==> src/rtl/sram_memtest.sv <==
// Async-SRAM self-test engine: writes a pattern over the full address range, reads it back,
// compares word by word and repeats for a programmable number of iterations.
module sram_memtest #(
  parameter int unsigned ADDR_W = 18,
  parameter int unsigned DATA_W = 16,
  parameter int unsigned WR_CYC = 1,
  parameter int unsigned RD_LAT = 1,
  parameter int unsigned ITER_W = 12
) (
  input  logic              clk,
  input  logic              resetn,
  input  logic              start,
  input  logic [1:0]        mode,
  input  logic [ITER_W-1:0] max_iter,
  input  logic              stop_on_fail,
  output logic              busy,
  output logic              done,
  output logic              fail,
  output logic [15:0]       err_count,
  output logic [ITER_W-1:0] iter_count,
  output logic [ADDR_W-1:0] fail_addr,
  output logic [DATA_W-1:0] fail_exp,
  output logic [DATA_W-1:0] fail_act,
  output logic [ADDR_W-1:0] sram_addr,
  output logic [DATA_W-1:0] sram_dout,
  input  logic [DATA_W-1:0] sram_din,
  output logic              sram_drive,
  output logic              sram_ce_n,
  output logic              sram_we_n,
  output logic              sram_oe_n
);

  localparam logic [15:0] WrPulseLast = 16'(WR_CYC - 1);
  localparam logic [15:0] RdWaitLast  = (RD_LAT > 1) ? 16'(RD_LAT - 2) : 16'd0;

  typedef enum logic [3:0] {
    StIdle, StWrSet, StWrPulse, StWrHold, StRdSet, StRdWait, StRdCmp, StDone, StFail
  } state_e;

  state_e              state_q, state_d;
  logic [ADDR_W-1:0]   addr_q, addr_d;
  logic [ITER_W-1:0]   iter_q, iter_d;
  logic [15:0]         cnt_q, cnt_d;
  logic [1:0]          mode_q, mode_d;
  logic                sof_q, sof_d;
  logic                done_q, done_d;
  logic                fail_q, fail_d;
  logic [15:0]         err_q, err_d;
  logic [ADDR_W-1:0]   faddr_q, faddr_d;
  logic [DATA_W-1:0]   fexp_q, fexp_d;
  logic [DATA_W-1:0]   fact_q, fact_d;
  logic [DATA_W-1:0]   exp_data;
  logic                mismatch;

  function automatic logic [DATA_W-1:0] pattern(input logic [1:0] m,
                                                input logic [ADDR_W-1:0] a,
                                                input logic [ITER_W-1:0] i);
    logic [31:0] s;
    logic [31:0] x;
    s = 32'(a) + 32'(i);
    case (m)
      2'd0: begin
        x = s;
        x = x ^ (x << 13);
        x = x ^ (x >> 17);
        x = x ^ (x << 5);
      end
      2'd1:    x = s;
      2'd2:    x = 32'd1 << (s % DATA_W);
      default: x = (a[0] ^ i[0]) ? 32'hAAAA_AAAA : 32'h5555_5555;
    endcase
    return x[DATA_W-1:0];
  endfunction

  always_comb begin
    state_d  = state_q;
    addr_d   = addr_q;
    iter_d   = iter_q;
    cnt_d    = cnt_q;
    mode_d   = mode_q;
    sof_d    = sof_q;
    done_d   = done_q;
    fail_d   = fail_q;
    err_d    = err_q;
    faddr_d  = faddr_q;
    fexp_d   = fexp_q;
    fact_d   = fact_q;
    exp_data = pattern(mode_q, addr_q, iter_q);
    mismatch = (sram_din != exp_data);

    case (state_q)
      StIdle: begin
        if (start) begin
          mode_d  = mode;
          sof_d   = stop_on_fail;
          done_d  = 1'b0;
          fail_d  = 1'b0;
          err_d   = '0;
          iter_d  = '0;
          faddr_d = '0;
          fexp_d  = '0;
          fact_d  = '0;
          addr_d  = '0;
          state_d = StWrSet;
        end
      end
      StWrSet: begin
        cnt_d   = '0;
        state_d = StWrPulse;
      end
      StWrPulse: begin
        if (cnt_q == WrPulseLast) state_d = StWrHold;
        else                      cnt_d   = cnt_q + 16'd1;
      end
      StWrHold: begin
        // All-ones address wraps to 0, which is where the read pass starts.
        addr_d  = addr_q + 1'b1;
        state_d = (&addr_q) ? StRdSet : StWrSet;
      end
      StRdSet: begin
        cnt_d   = '0;
        state_d = (RD_LAT > 1) ? StRdWait : StRdCmp;
      end
      StRdWait: begin
        if (cnt_q == RdWaitLast) state_d = StRdCmp;
        else                     cnt_d   = cnt_q + 16'd1;
      end
      StRdCmp: begin
        if (mismatch) begin
          if (err_q != 16'hFFFF) err_d = err_q + 16'd1;
          if (!fail_q) begin
            fail_d  = 1'b1;
            faddr_d = addr_q;
            fexp_d  = exp_data;
            fact_d  = sram_din;
          end
        end
        if (mismatch && sof_q) begin
          state_d = StFail;
        end else begin
          addr_d = addr_q + 1'b1;
          if (&addr_q) begin
            iter_d = iter_q + 1'b1;
            if ((max_iter != '0) && (iter_d == max_iter)) begin
              state_d = StDone;
              done_d  = !fail_d;
            end else begin
              state_d = StWrSet;
            end
          end else begin
            state_d = StRdSet;
          end
        end
      end
      StDone:  state_d = StIdle;
      StFail:  state_d = StIdle;
      default: state_d = StIdle;
    endcase
  end

  always_ff @(posedge clk or negedge resetn) begin
    if (!resetn) begin
      state_q <= StIdle;
      addr_q  <= '0;
      iter_q  <= '0;
      cnt_q   <= '0;
      mode_q  <= '0;
      sof_q   <= 1'b0;
      done_q  <= 1'b0;
      fail_q  <= 1'b0;
      err_q   <= '0;
      faddr_q <= '0;
      fexp_q  <= '0;
      fact_q  <= '0;
    end else begin
      state_q <= state_d;
      addr_q  <= addr_d;
      iter_q  <= iter_d;
      cnt_q   <= cnt_d;
      mode_q  <= mode_d;
      sof_q   <= sof_d;
      done_q  <= done_d;
      fail_q  <= fail_d;
      err_q   <= err_d;
      faddr_q <= faddr_d;
      fexp_q  <= fexp_d;
      fact_q  <= fact_d;
    end
  end

  // Strobes decode straight from the state register so an async reset releases them at once.
  always_comb begin
    busy       = !(state_q inside {StIdle, StDone, StFail});
    sram_drive = state_q inside {StWrSet, StWrPulse, StWrHold};
    sram_we_n  = (state_q != StWrPulse);
    sram_oe_n  = !(state_q inside {StRdSet, StRdWait, StRdCmp});
    sram_ce_n  = !(sram_drive || !sram_oe_n);
  end

  assign done       = done_q;
  assign fail       = fail_q;
  assign err_count  = err_q;
  assign iter_count = iter_q;
  assign fail_addr  = faddr_q;
  assign fail_exp   = fexp_q;
  assign fail_act   = fact_q;
  assign sram_addr  = addr_q;
  assign sram_dout  = exp_data;

endmodule

==> config.mk <==
export PLATFORM = sky130hd
export DESIGN_NAME = sram_memtest
export DESIGN_NICKNAME = d
export VERILOG_FILES = /design/src/rtl/sram_memtest.sv
export SDC_FILE = /design/constraint.sdc
export NUM_CORES = 1
export LEC_CHECK = 0
export ABC_AREA = 1
export CAP_MARGIN = 20
export CORE_MARGIN = 8
export CORE_UTILIZATION = 55
export DETAILED_ROUTE_END_ITERATION = 6
export PLACE_DENSITY_LB_ADDON = 0.2
export SLEW_MARGIN = 20
export SYNTH_ARGS = -nofsm -noshare
export SYNTH_HDL_FRONTEND = slang
export SYNTH_SLANG_ARGS = --single-unit
==> constraint.sdc <==
create_clock -name clk -period 5.8 [get_ports clk]
set_clock_uncertainty 0.15 [all_clocks]
set_input_delay 0.58 -clock clk [delete_from_list [all_inputs] [get_ports clk]]
set_output_delay 0.58 -clock clk [all_outputs]
set_load 0.05 [all_outputs]
==> reports/qor.txt <==
Status - finished clean
Final #Nets - 1557
Root Buffer - clkbuf_16
Synthesized area - 9390 um^2
Die width - 147 um
Arr. time, crit path - 4840 ps
WP data required - 5960 ps
Placement Setup Slack - 1240 ps
WL/cell - 17.4 um
RSZ-0062 raised after global routing - false
Area occupied by multi-input gates - 5410 um^2
Cell Count Post-Placement - 1706
Vias in the first global route - 9140
Finished Core Util - 69.2%
Post-CTS Setup Bufs - 0
Die ar. - 21500 um^2
Layout Cells excl Fill - 1738
MaxCap Viol Count - 0
Post-synthesis cell count - 1371
Total congestion overflow - 0
CTS resizes - 0
Final critical-path share of the clock period - 80.6%
Part of the power in registers - 28.1%
Startpoint Class - flop
Max_slew headroom - 27.9%
Final WS setup - 1120 ps
Critical Path Max Stage Delay - 550 ps
VDD IR max - 0.397 mV
Final setup viols - 0
Leak - 5.45 nW
Initial antenna violation count - 0
Synth cell types - 48
DP HPWL - 23.0 mm
DRC - 0
Post-synth EDFFs - 0
Most common cell after layout, fill and taps aside - nand2_1
Worst-Margin Slew - 1080 ps
CP delay by family, top - simple AND/OR/NAND/NOR gates
CP most frequent cell - nand2_1
Final Max Tran Viols - 0
Async S/R FF share, synth - 100%
Max Fclk - 0.214 GHz
Fill cell total of the finished layout - 1427
Most frequent cells in the layout - 415 x nand2_1, 161 x inv_1, 151 x clkdlybuf4s50_1
Ys Warns - 0
Core box area - 16600 um^2
Routability cong. - 0.981
Sequential cell area fraction in the yosys report - 32.2%
Critical path capture point type - flop
Power per cell area - 278 nW/um^2
Crit path max fanout - 61
Num CTS Buffers - 17
FP Rows - 47
PortBufs - 152
Largest net degree at the start of global routing - 70
Buffer levels on the longest clock path - 2
Main synth FF type - dfrtp_1
Post-CTS Hold Buffers - 0
Storage cell area - 3030 um^2
Setup TNS - 0 ps
Area Growth Syn to Fin - 22.6%
Internal cell power - 1.79 mW
Vias per std cell - 5.60
Cell Chain, Critical Path - ha_1, inv_1, fa_1, xor2_2, inv_2, nand3_1, nand2_1, nand2_1, inv_1, nand2_1, nand3_1, nand2_2, nand2_1, nand2_1, nand3_1, nor3_4, nand3_4, nand3_4, inv_2, nand2_1, nand2_1
Clock sinks - 121
Total routed wirelength - 30.2 mm
CTS tree - yes
Starting density of the core - 56.4%
Vias - 9728
Worst-path clk slew - 60 ps
Sw frac - 43.9%
Clk network pwr share - 33.2%
Total track usage - 27.8%
Mapped Nets - 1423
NetSw - 1.40 mW
Ports - 153
Minimum clock period - 4680 ps
Share of layout cells above drive strength 1 - 10.7%
Final antenna-violating net count - 0
DRT iter0 DRCs - 798
Combinational fraction of design power - 38.7%
Height of the chip - 147 um
First-pass GRT wire length - 48.1 mm
Final hold vios - 0
Syn_area_per_cell - 6.85 um^2
CP bufs+invs - 4
Crit Path Class - reg -> reg
Synthesized flop and latch total - 121
Slowest cell on crit path - nand3_4
H-tree Lvls - 4
Worst-skew pair later-pin latency - 440 ps
Worst min path class - in -> async
Ant diodes - 0
TritonRoute pass-1 iters - 5
synth_stat cells (all sizes together) (2+ instances only):
library cell	number	area share, %
o211ai	3	0.24
a211oi	4	0.32
inv	176	7.0
nor2	119	4.9
xnor2	9	0.84
nor4	11	0.73
dfrtp	121	32
a21oi	33	1.9
nand4	64	4.3
clkbuf	12	0.48
o22ai	2	0.13
a31oi	2	0.13
nand2	433	18
buf	28	2.7
ha	17	2.3
clkinv	2	0.080
mux2	2	0.24
o21ai	68	4.5
and2	4	0.29
or2	8	0.53
nor3	26	1.5
xor2	29	2.8
nand3	189	13
metal layers:
metal | GRT usage, % | share of wire (%) | vias to the layer above
met4 | 9.74 | 2.1 | 0
met5 | 0 | 0 | -
li1 | - | - | 4752
met3 | 7.11 | 9.1 | 46
met1 | 36.2 | 43 | 4531
met2 | 43.7 | 45 | 399
cell type report:
cell class                      instances  share of cell area [%]
Clock buffer                           18                    3.81
Clock inverter                         14                    1.20
Inverter                              178                    5.80
Multi-Input combinational cell       1032                    47.0
Sequential cell                       121                    26.3
Tap cell                              220                    2.39
Timing Repair Buffer                  155                    13.5
state kept, by name (all words and copies together) (netlist names):
register,cells
sram_addr,18
cnt_q,16
state_q,4
sof_q,1
fail,1
err_count,16
iter_count,12
mode_q,2
done,1
fail_exp,16
fail_act,16
fail_addr,18
worst paths after layout:
kind / start / slack [ps] / cells after the start / endpoint
worst min register to register: cnt_q[14] / 350 / 1 / cnt_q[14]
worst min-delay path: resetn / 30 / 1 / iter_count[11]
max in group asynchronous: resetn / 4150 / 2 / fail_exp[9]
min in group clk: cnt_q[14] / 350 / 1 / cnt_q[14]
worst max-delay path: sram_addr[0] / 1120 / 21 / fail_exp[11]
worst max register to register: sram_addr[0] / 1120 / 21 / fail_exp[11]
metrics by stage:
step / hold slack (ps) / area, um^2 / power (mW)
2_1_floorplan: 134 / 9390 / 1.77
3_3_place_gp: 337 / 10900 / 2.12
3_5_place_dp: 342 / 10900 / 2.13
4_1_cts: 51.3 / 11500 / 3.19
5_1_grt: 81.1 / 11500 / 3.35
6_report: 28.3 / 11500 / 3.20
power by group through the flow:
stage | Clock (mW) | Sequential (mW) | Combinational, mW
after floorplan | 0 | 0.920 | 0.847
after global placement | 0 | 0.911 | 1.21
after detailed placement | 0 | 0.912 | 1.22
after CTS | 1.07 | 0.897 | 1.23
after global routing | 1.11 | 0.900 | 1.33
final | 1.06 | 0.898 | 1.24
worst register-to-register path: stages, from the launching register on:
cell and delay [ps]:
dfrtp_1 500, ha_1 230, inv_1 70, fa_1 430, xor2_2 470, inv_2 180, nand3_1 120, nand2_1 100
nand2_1 160, inv_1 60, nand2_1 60, nand3_1 140, nand2_2 140, nand2_1 70, nand2_1 90, nand3_1 140
nor3_4 220, nand3_4 150, nand3_4 560, inv_2 310, nand2_1 130, nand2_1 60
kinds of logic (layout without fill, tap and decap cells):
logic type,after synthesis,in the layout,share of synthesized area [%]
AOI/OAI and AO/OA,118,118,7.71
xor gates and xnor gates,38,38,3.62
adders and majority gates,18,18,2.48
muxes,2,2,0.240
buffers and inverters,218,365,10.2
and+or+nand+nor,856,856,43.5
DFF,121,121,32.2
(Power assumes the default switching activity.)
